**config.mk**
```make
export PLATFORM = sky130hd
export DESIGN_NAME = sim_ctrl
export DESIGN_NICKNAME = d
export VERILOG_FILES = /design/src/rtl/sim_ctrl.sv
export SDC_FILE = /design/constraint.sdc
export NUM_CORES = 1
export LEC_CHECK = 0
export BUFFER_PORTS_ARGS = -buffer_cell sky130_fd_sc_hd__buf_4
export CELL_PAD_IN_SITES_DETAIL_PLACEMENT = 0
export CELL_PAD_IN_SITES_GLOBAL_PLACEMENT = 1
export CORE_MARGIN = 5
export CORE_UTILIZATION = 43
export DETAILED_ROUTE_END_ITERATION = 16
export PLACE_DENSITY = 0.81
export SYNTH_ARGS = -nofsm -noshare
export SYNTH_HDL_FRONTEND = slang
export SYNTH_SLANG_ARGS = --single-unit
```
**constraint.sdc**
```tcl
create_clock -name clk_i -period 3.1 [get_ports clk_i]
set_input_delay 0.62 -clock clk_i [delete_from_list [all_inputs] [get_ports clk_i]]
set_output_delay 0.62 -clock clk_i [all_outputs]
set_load 0.02 [all_outputs]
```
**src/rtl/sim_ctrl.sv**
```systemverilog
// Simulation control block: bus-mapped registers, WFI-triggered delayed
// machine interrupt injection, sticky test-end latch and a watchdog timer.
module sim_ctrl #(
    parameter int IRQ_DLY_DEF = 20,
    parameter int IRQ_LEN_DEF = 10,
    parameter int TIMEOUT     = 100000
) (
    input  logic        clk_i,
    input  logic        rst_i,
    input  logic        cs_i,
    input  logic [3:0]  we_i,
    input  logic [11:0] addr_i,
    input  logic [31:0] di_i,
    output logic [31:0] do_o,
    input  logic        wfi_i,
    output logic        meip_o,
    output logic        sim_done_o,
    output logic [31:0] end_code_o,
    output logic        timeout_o
);

    localparam int WDW = (TIMEOUT > 1) ? $clog2(TIMEOUT) : 1;
    localparam logic [WDW-1:0] WD_LAST = WDW'(TIMEOUT - 1);
    localparam logic [WDW-1:0] WD_ONE  = WDW'(1);

    localparam logic [9:0] A_CTRL     = 10'h000;
    localparam logic [9:0] A_DLY      = 10'h001;
    localparam logic [9:0] A_LEN      = 10'h002;
    localparam logic [9:0] A_CYCLE    = 10'h003;
    localparam logic [9:0] A_END_CODE = 10'h3FE;
    localparam logic [9:0] A_END_FLAG = 10'h3FF;

    typedef enum logic [1:0] {
        ST_IDLE,
        ST_WAITWFI,
        ST_DELAY,
        ST_ASSERT
    } state_t;

    state_t         state_q;
    logic [15:0]    cnt_q;
    logic           meip_q;

    logic           arm_q, arm_d;
    logic           wden_q, wden_d;
    logic [15:0]    dly_q, dly_d;
    logic [15:0]    len_q, len_d;
    logic [31:0]    cycle_q;
    logic [31:0]    endCode_q, endCode_d;
    logic           simDone_q, simDone_d;
    logic [WDW-1:0] wdog_q, wdog_d;
    logic           timeout_q, timeout_d;
    logic [31:0]    do_q;
    logic [31:0]    rdData;

    logic [9:0]     word;
    logic           wrReq;
    logic           rdReq;
    logic           ctrlWr;
    logic           dlyWr;
    logic           lenWr;
    logic           endCodeWr;
    logic           endFlagWr;
    logic           armWrZero;
    logic           hwArmClr;
    logic           unusedAddrBits;

    function automatic logic [15:0] merge16(input logic [15:0] oldVal,
                                            input logic [15:0] newVal,
                                            input logic [1:0]  be);
        return {be[1] ? newVal[15:8] : oldVal[15:8],
                be[0] ? newVal[7:0]  : oldVal[7:0]};
    endfunction

    function automatic logic [31:0] merge32(input logic [31:0] oldVal,
                                            input logic [31:0] newVal,
                                            input logic [3:0]  be);
        return {merge16(oldVal[31:16], newVal[31:16], be[3:2]),
                merge16(oldVal[15:0],  newVal[15:0],  be[1:0])};
    endfunction

    // Byte-lane bits [1:0] of the address carry no meaning for word registers.
    assign unusedAddrBits = ^addr_i[1:0];

    assign word      = addr_i[11:2];
    assign wrReq     = cs_i && (we_i != 4'b0000);
    assign rdReq     = cs_i && (we_i == 4'b0000);
    assign ctrlWr    = wrReq && we_i[0] && (word == A_CTRL);
    assign dlyWr     = wrReq && (word == A_DLY);
    assign lenWr     = wrReq && (word == A_LEN);
    assign endCodeWr = wrReq && (word == A_END_CODE);
    assign endFlagWr = wrReq && we_i[0] && (word == A_END_FLAG);
    assign armWrZero = ctrlWr && !di_i[0];
    assign hwArmClr  = (state_q == ST_ASSERT) && (cnt_q == 16'd0);

    always_comb begin
        arm_d     = arm_q;
        wden_d    = wden_q;
        dly_d     = dly_q;
        len_d     = len_q;
        endCode_d = endCode_q;
        simDone_d = simDone_q;
        if (hwArmClr) begin
            arm_d = 1'b0;
        end
        // A software CTRL write overrides the end-of-pulse ARM clear.
        if (ctrlWr) begin
            arm_d  = di_i[0];
            wden_d = di_i[1];
        end
        if (dlyWr) begin
            dly_d = merge16(dly_q, di_i[15:0], we_i[1:0]);
        end
        if (lenWr) begin
            len_d = merge16(len_q, di_i[15:0], we_i[1:0]);
        end
        if (endCodeWr && !simDone_q) begin
            endCode_d = merge32(endCode_q, di_i, we_i);
        end
        if (endFlagWr && di_i[0]) begin
            simDone_d = 1'b1;
        end
    end

    always_comb begin
        wdog_d    = wdog_q;
        timeout_d = timeout_q;
        if (wden_q && !simDone_q) begin
            if (wdog_q != WD_LAST) begin
                wdog_d = wdog_q + WD_ONE;
            end
            if (wdog_d == WD_LAST) begin
                timeout_d = 1'b1;
            end
        end
    end

    always_comb begin
        rdData = 32'h0;
        case (word)
            A_CTRL:     rdData = {30'h0, wden_q, arm_q};
            A_DLY:      rdData = {16'h0, dly_q};
            A_LEN:      rdData = {16'h0, len_q};
            A_CYCLE:    rdData = cycle_q;
            A_END_CODE: rdData = endCode_q;
            A_END_FLAG: rdData = {31'h0, simDone_q};
            default:    rdData = 32'h0;
        endcase
    end

    always_ff @(posedge clk_i) begin
        if (rst_i) begin
            arm_q     <= 1'b0;
            wden_q    <= 1'b0;
            dly_q     <= 16'(IRQ_DLY_DEF);
            len_q     <= 16'(IRQ_LEN_DEF);
            cycle_q   <= 32'h0;
            endCode_q <= 32'h0;
            simDone_q <= 1'b0;
            wdog_q    <= '0;
            timeout_q <= 1'b0;
            do_q      <= 32'h0;
        end else begin
            arm_q     <= arm_d;
            wden_q    <= wden_d;
            dly_q     <= dly_d;
            len_q     <= len_d;
            cycle_q   <= cycle_q + 32'd1;
            endCode_q <= endCode_d;
            simDone_q <= simDone_d;
            wdog_q    <= wdog_d;
            timeout_q <= timeout_d;
            if (rdReq) begin
                do_q <= rdData;
            end
        end
    end

    // The counter holds DLY while waiting and LEN while meip is driven.
    always_ff @(posedge clk_i) begin
        if (rst_i) begin
            state_q <= ST_IDLE;
            cnt_q   <= 16'd0;
            meip_q  <= 1'b0;
        end else if (armWrZero) begin
            state_q <= ST_IDLE;
            meip_q  <= 1'b0;
        end else begin
            case (state_q)
                ST_IDLE: begin
                    if (arm_q) begin
                        state_q <= ST_WAITWFI;
                    end
                end
                ST_WAITWFI: begin
                    if (wfi_i) begin
                        state_q <= ST_DELAY;
                        cnt_q   <= dly_q;
                    end
                end
                ST_DELAY: begin
                    if (cnt_q == 16'd0) begin
                        state_q <= ST_ASSERT;
                        cnt_q   <= len_q;
                        meip_q  <= 1'b1;
                    end else begin
                        cnt_q <= cnt_q - 16'd1;
                    end
                end
                ST_ASSERT: begin
                    if (cnt_q == 16'd0) begin
                        state_q <= ST_IDLE;
                        meip_q  <= 1'b0;
                    end else begin
                        cnt_q <= cnt_q - 16'd1;
                    end
                end
                default: begin
                    state_q <= ST_IDLE;
                    meip_q  <= 1'b0;
                end
            endcase
        end
    end

    assign do_o       = do_q;
    assign meip_o     = meip_q;
    assign sim_done_o = simDone_q;
    assign end_code_o = endCode_q;
    assign timeout_o  = timeout_q;

endmodule

```
==> impl_metrics.yaml <==
global_route:
  wire_length_of_the_first_global_routing_pass_um: 37000
  grt_pass1_vias: 6819
  global_route_total_overflow: 0
  grt_max_degree: 68
  grt_antenna_before_repair: 0
  grtUsageTotal: 0.209
yosys:
  yosys_register_bits: 168
  postSynthNetCount: 979
  synth_edf_count: 0
  mappedNetlistArea_mm2: 0.00816
  synth-main-ff-cell: "dfxtp_1"
  yosysSeqAreaShare: 0.412
  synth_cells: 919
  post-synth-top-area-cell: "dfxtp_1"
  synth_top_cells_by_area: "dfxtp_1 41%, mux2i_1 7.8%, nor2_1 7.3%"
  yosysWarnings: 0
  avgSynthCellArea_um2: 8.88
  share_of_synthesized_flip_flops_with_an_asynchronous_set_or_reset: 0
  yosys.area.top_type_share: 0.412
  synth.distinct_cells: 70
route:
  initialDrtViolationCount: 513
  dr.max_layer_used: "met4"
  detailroute.via_count: 7119
  routed-wl-met3_um: 1180
  met1Wirelength_um: 10800
  average_wire_length_per_cell_after_detail_routing_um: 18.1
  vias_per_cell: 5.62
  routed_wirelength_um: 23000
  drt_pass1_iterations: 5
  number_of_drc_violations_after_detailed_routing: 0
  detail-route-antenna-nets: 0
  met2_length_um: 10600
place:
  detailedPlace.worstSlack_ns: 0.371
  routabilityCongestion: 0.879
  place.port_buffers: 116
  detailed_place_hpwl_um: 16000
sta:
  period_minus_slack_ns: 2.69
  finalSetupViolations: 0
  fin_setup_tns_ns: 0
  setup_repair_after_global_routing_missed_its_margin: "no"
  hold_ws_ns: 0.416
  postLayoutSetupSlackWorst_ns: 0.409
  timing.slew.headroom: 0.348
  fin_skew_ns: 0.0112
  actual_transition_at_the_worst_max_transition_pin_ns: 0.976
  report.final.hold_viol_count: 0
  final.period_utilization: 0.868
  upper_clock_frequency_limit_mhz: 372
  final_max_slew_viols: 0
floorplanning:
  site_rows: 50
  fp.dieW_um: 148
  fp.coreArea_mm2: 0.0187
  fp.dieH_um: 148
  initial_utilization: 0.436
  top_level_pins: 119
  fp.dieArea_mm2: 0.0218
worst_hold_path:
  hold_path_class: "input pin to flip-flop"
  hold_path.startpoint: "di_i[20]"
worst_setup_path:
  worstSetupStartpointType: "flip-flop"
  rr_startpoint: "cnt_q[0]$_SDFFE_PP0P_"
  crit_path_end_kind: "flip-flop"
  cp_data_required_time_ns: 3.44
  worstPathArrival_ns: 3.03
  worst-setup-path-type: "flip-flop to flip-flop"
  path_max_fanout: 15
  crit_path_start: "cnt_q[0]$_SDFFE_PP0P_"
cells_and_area:
  final_cell_mix: "168 x dfxtp_1, 159 x nor2_1, 145 x buf_4, 64 x mux2i_1, 46 x a22oi_1"
  post_route_cells_drive_above_1_share: 0.203
  fin_util: 0.532
  regArea_mm2: 0.00336
  layout.cells.most_common: "dfxtp_1"
  diodes: 0
  area_growth_pct: 22.0
  fill_cells: 1775
  fin_nets: 1082
  multiInputGateArea_mm2: 0.00450
cts:
  cts_inserted_buffers: 17
  cts-resized-gates: 0
  ctsHtreeMaxLevel: 4
  cts.repair_timing.setup_buffer_count: 0
  cts_max_path_buffers: 2
  cts_root_buffer: "clkbuf_16"
  tritoncts: "built"
  clkSinkCount: 168
  worstSkewPairLatency_ns: 0.43
  cts.hold.buffers_added: 0
  path_clk_slew_ns: 0.06
job:
  timing.max_cap.violations: 0
status:
  status: "complete, no violations"
power:
  p_leak_nw: 4.05
  power-per-cell-area_mw_per_mm2: 618
  worst_ir_drop_vdd_mv: 0.388
## power breakdown
group / internal (mW) / switching, mW / total, mW
sequential: 2.20 / 0.0689 / 2.27
combinational: 0.645 / 0.915 / 1.56
clock: 1.44 / 0.883 / 2.33
total: 4.29 / 1.87 / 6.15
## routing by layer
layer  vias up  global-route usage
met5         -                   0
met4         0              0.0592
met2       197               0.335
met1      3357               0.286
met3        27              0.0426
li1       3538                   -
## final timing paths
check / slack (ns) / depth (start not counted) / endpoint
hold / removal: 0.42 / 3 / end_code_o[20]$_SDFFE_PP0P_
hold reg to reg: 0.47 / 2 / timeout_o$_SDFFE_PP0P_
setup reg to reg: 0.41 / 8 / cnt_q[1]$_SDFFE_PP0P_
setup / recovery: 0.41 / 8 / cnt_q[1]$_SDFFE_PP0P_
## through the flow
| stage | area, um^2 | power [mW] | cells |
|---|---|---|---|
| after global routing | 9960 | 6.41 | 1266 |
| final | 9960 | 6.15 | 1266 |
| after floorplan | 8160 | 3.30 | 919 |
| after detailed placement | 9320 | 3.83 | 1237 |
| after global placement | 9320 | 3.82 | 1237 |
| after CTS | 9960 | 6.15 | 1266 |
## state kept, by name, summed over array words and instances, names as in the netlist
signal,flops
cycle_q,32
do_o,32
end_code_o,32
wdog_q,17
cnt_q,16
dly_q,16
len_q,16
state_q,2
arm_q,1
meip_o,1
sim_done_o,1
timeout_o,1
wden_q,1
## critical path: stages, from the launching register on
cell,delay (ns)
dfxtp_1,0.41
inv_1,0.10
ha_1,0.25
nor3b_1,0.17
and4_1,0.25
a211oi_2,0.84
buf_4,0.30
nor2_1,0.05
a311oi_1,0.23
## logic make-up (layout without fill, tap and decap cells)
family                   count (synthesis)  count (layout)  synth area share
flip-flops                             168             168             0.412
buffers and inverters                   78             191            0.0385
AO/OA/AOI/OAI                          184             184             0.165
multiplexers                            83              83             0.107
XOR/XNOR                                42              42            0.0451
AND/OR/NAND/NOR                        356             356             0.220
adder cells (fa/ha/maj)                  8               8            0.0123
## Yosys cell counts (17+ instances only)
cell type,instances
a22oi_1,46
a22o_1,18
dfxtp_1,168
nor2_1,159
mux2_2,17
clkbuf_1,45
o21ai_0,23
nand4_1,20
o2bb2ai_1,22
mux2i_1,64
nand2_1,43
a21oi_1,24
nand3_1,28
xor2_1,30
## cell type report
cell class                      count  area share
Clock buffer                       18      0.0441
Multi-Input combinational cell    673       0.451
Inverter                           16     0.00603
Sequential cell                   168       0.338
Tap cell                          234      0.0294
Timing Repair Buffer              146       0.111
Clock inverter                     11      0.0200
(Power assumes the default switching activity.)
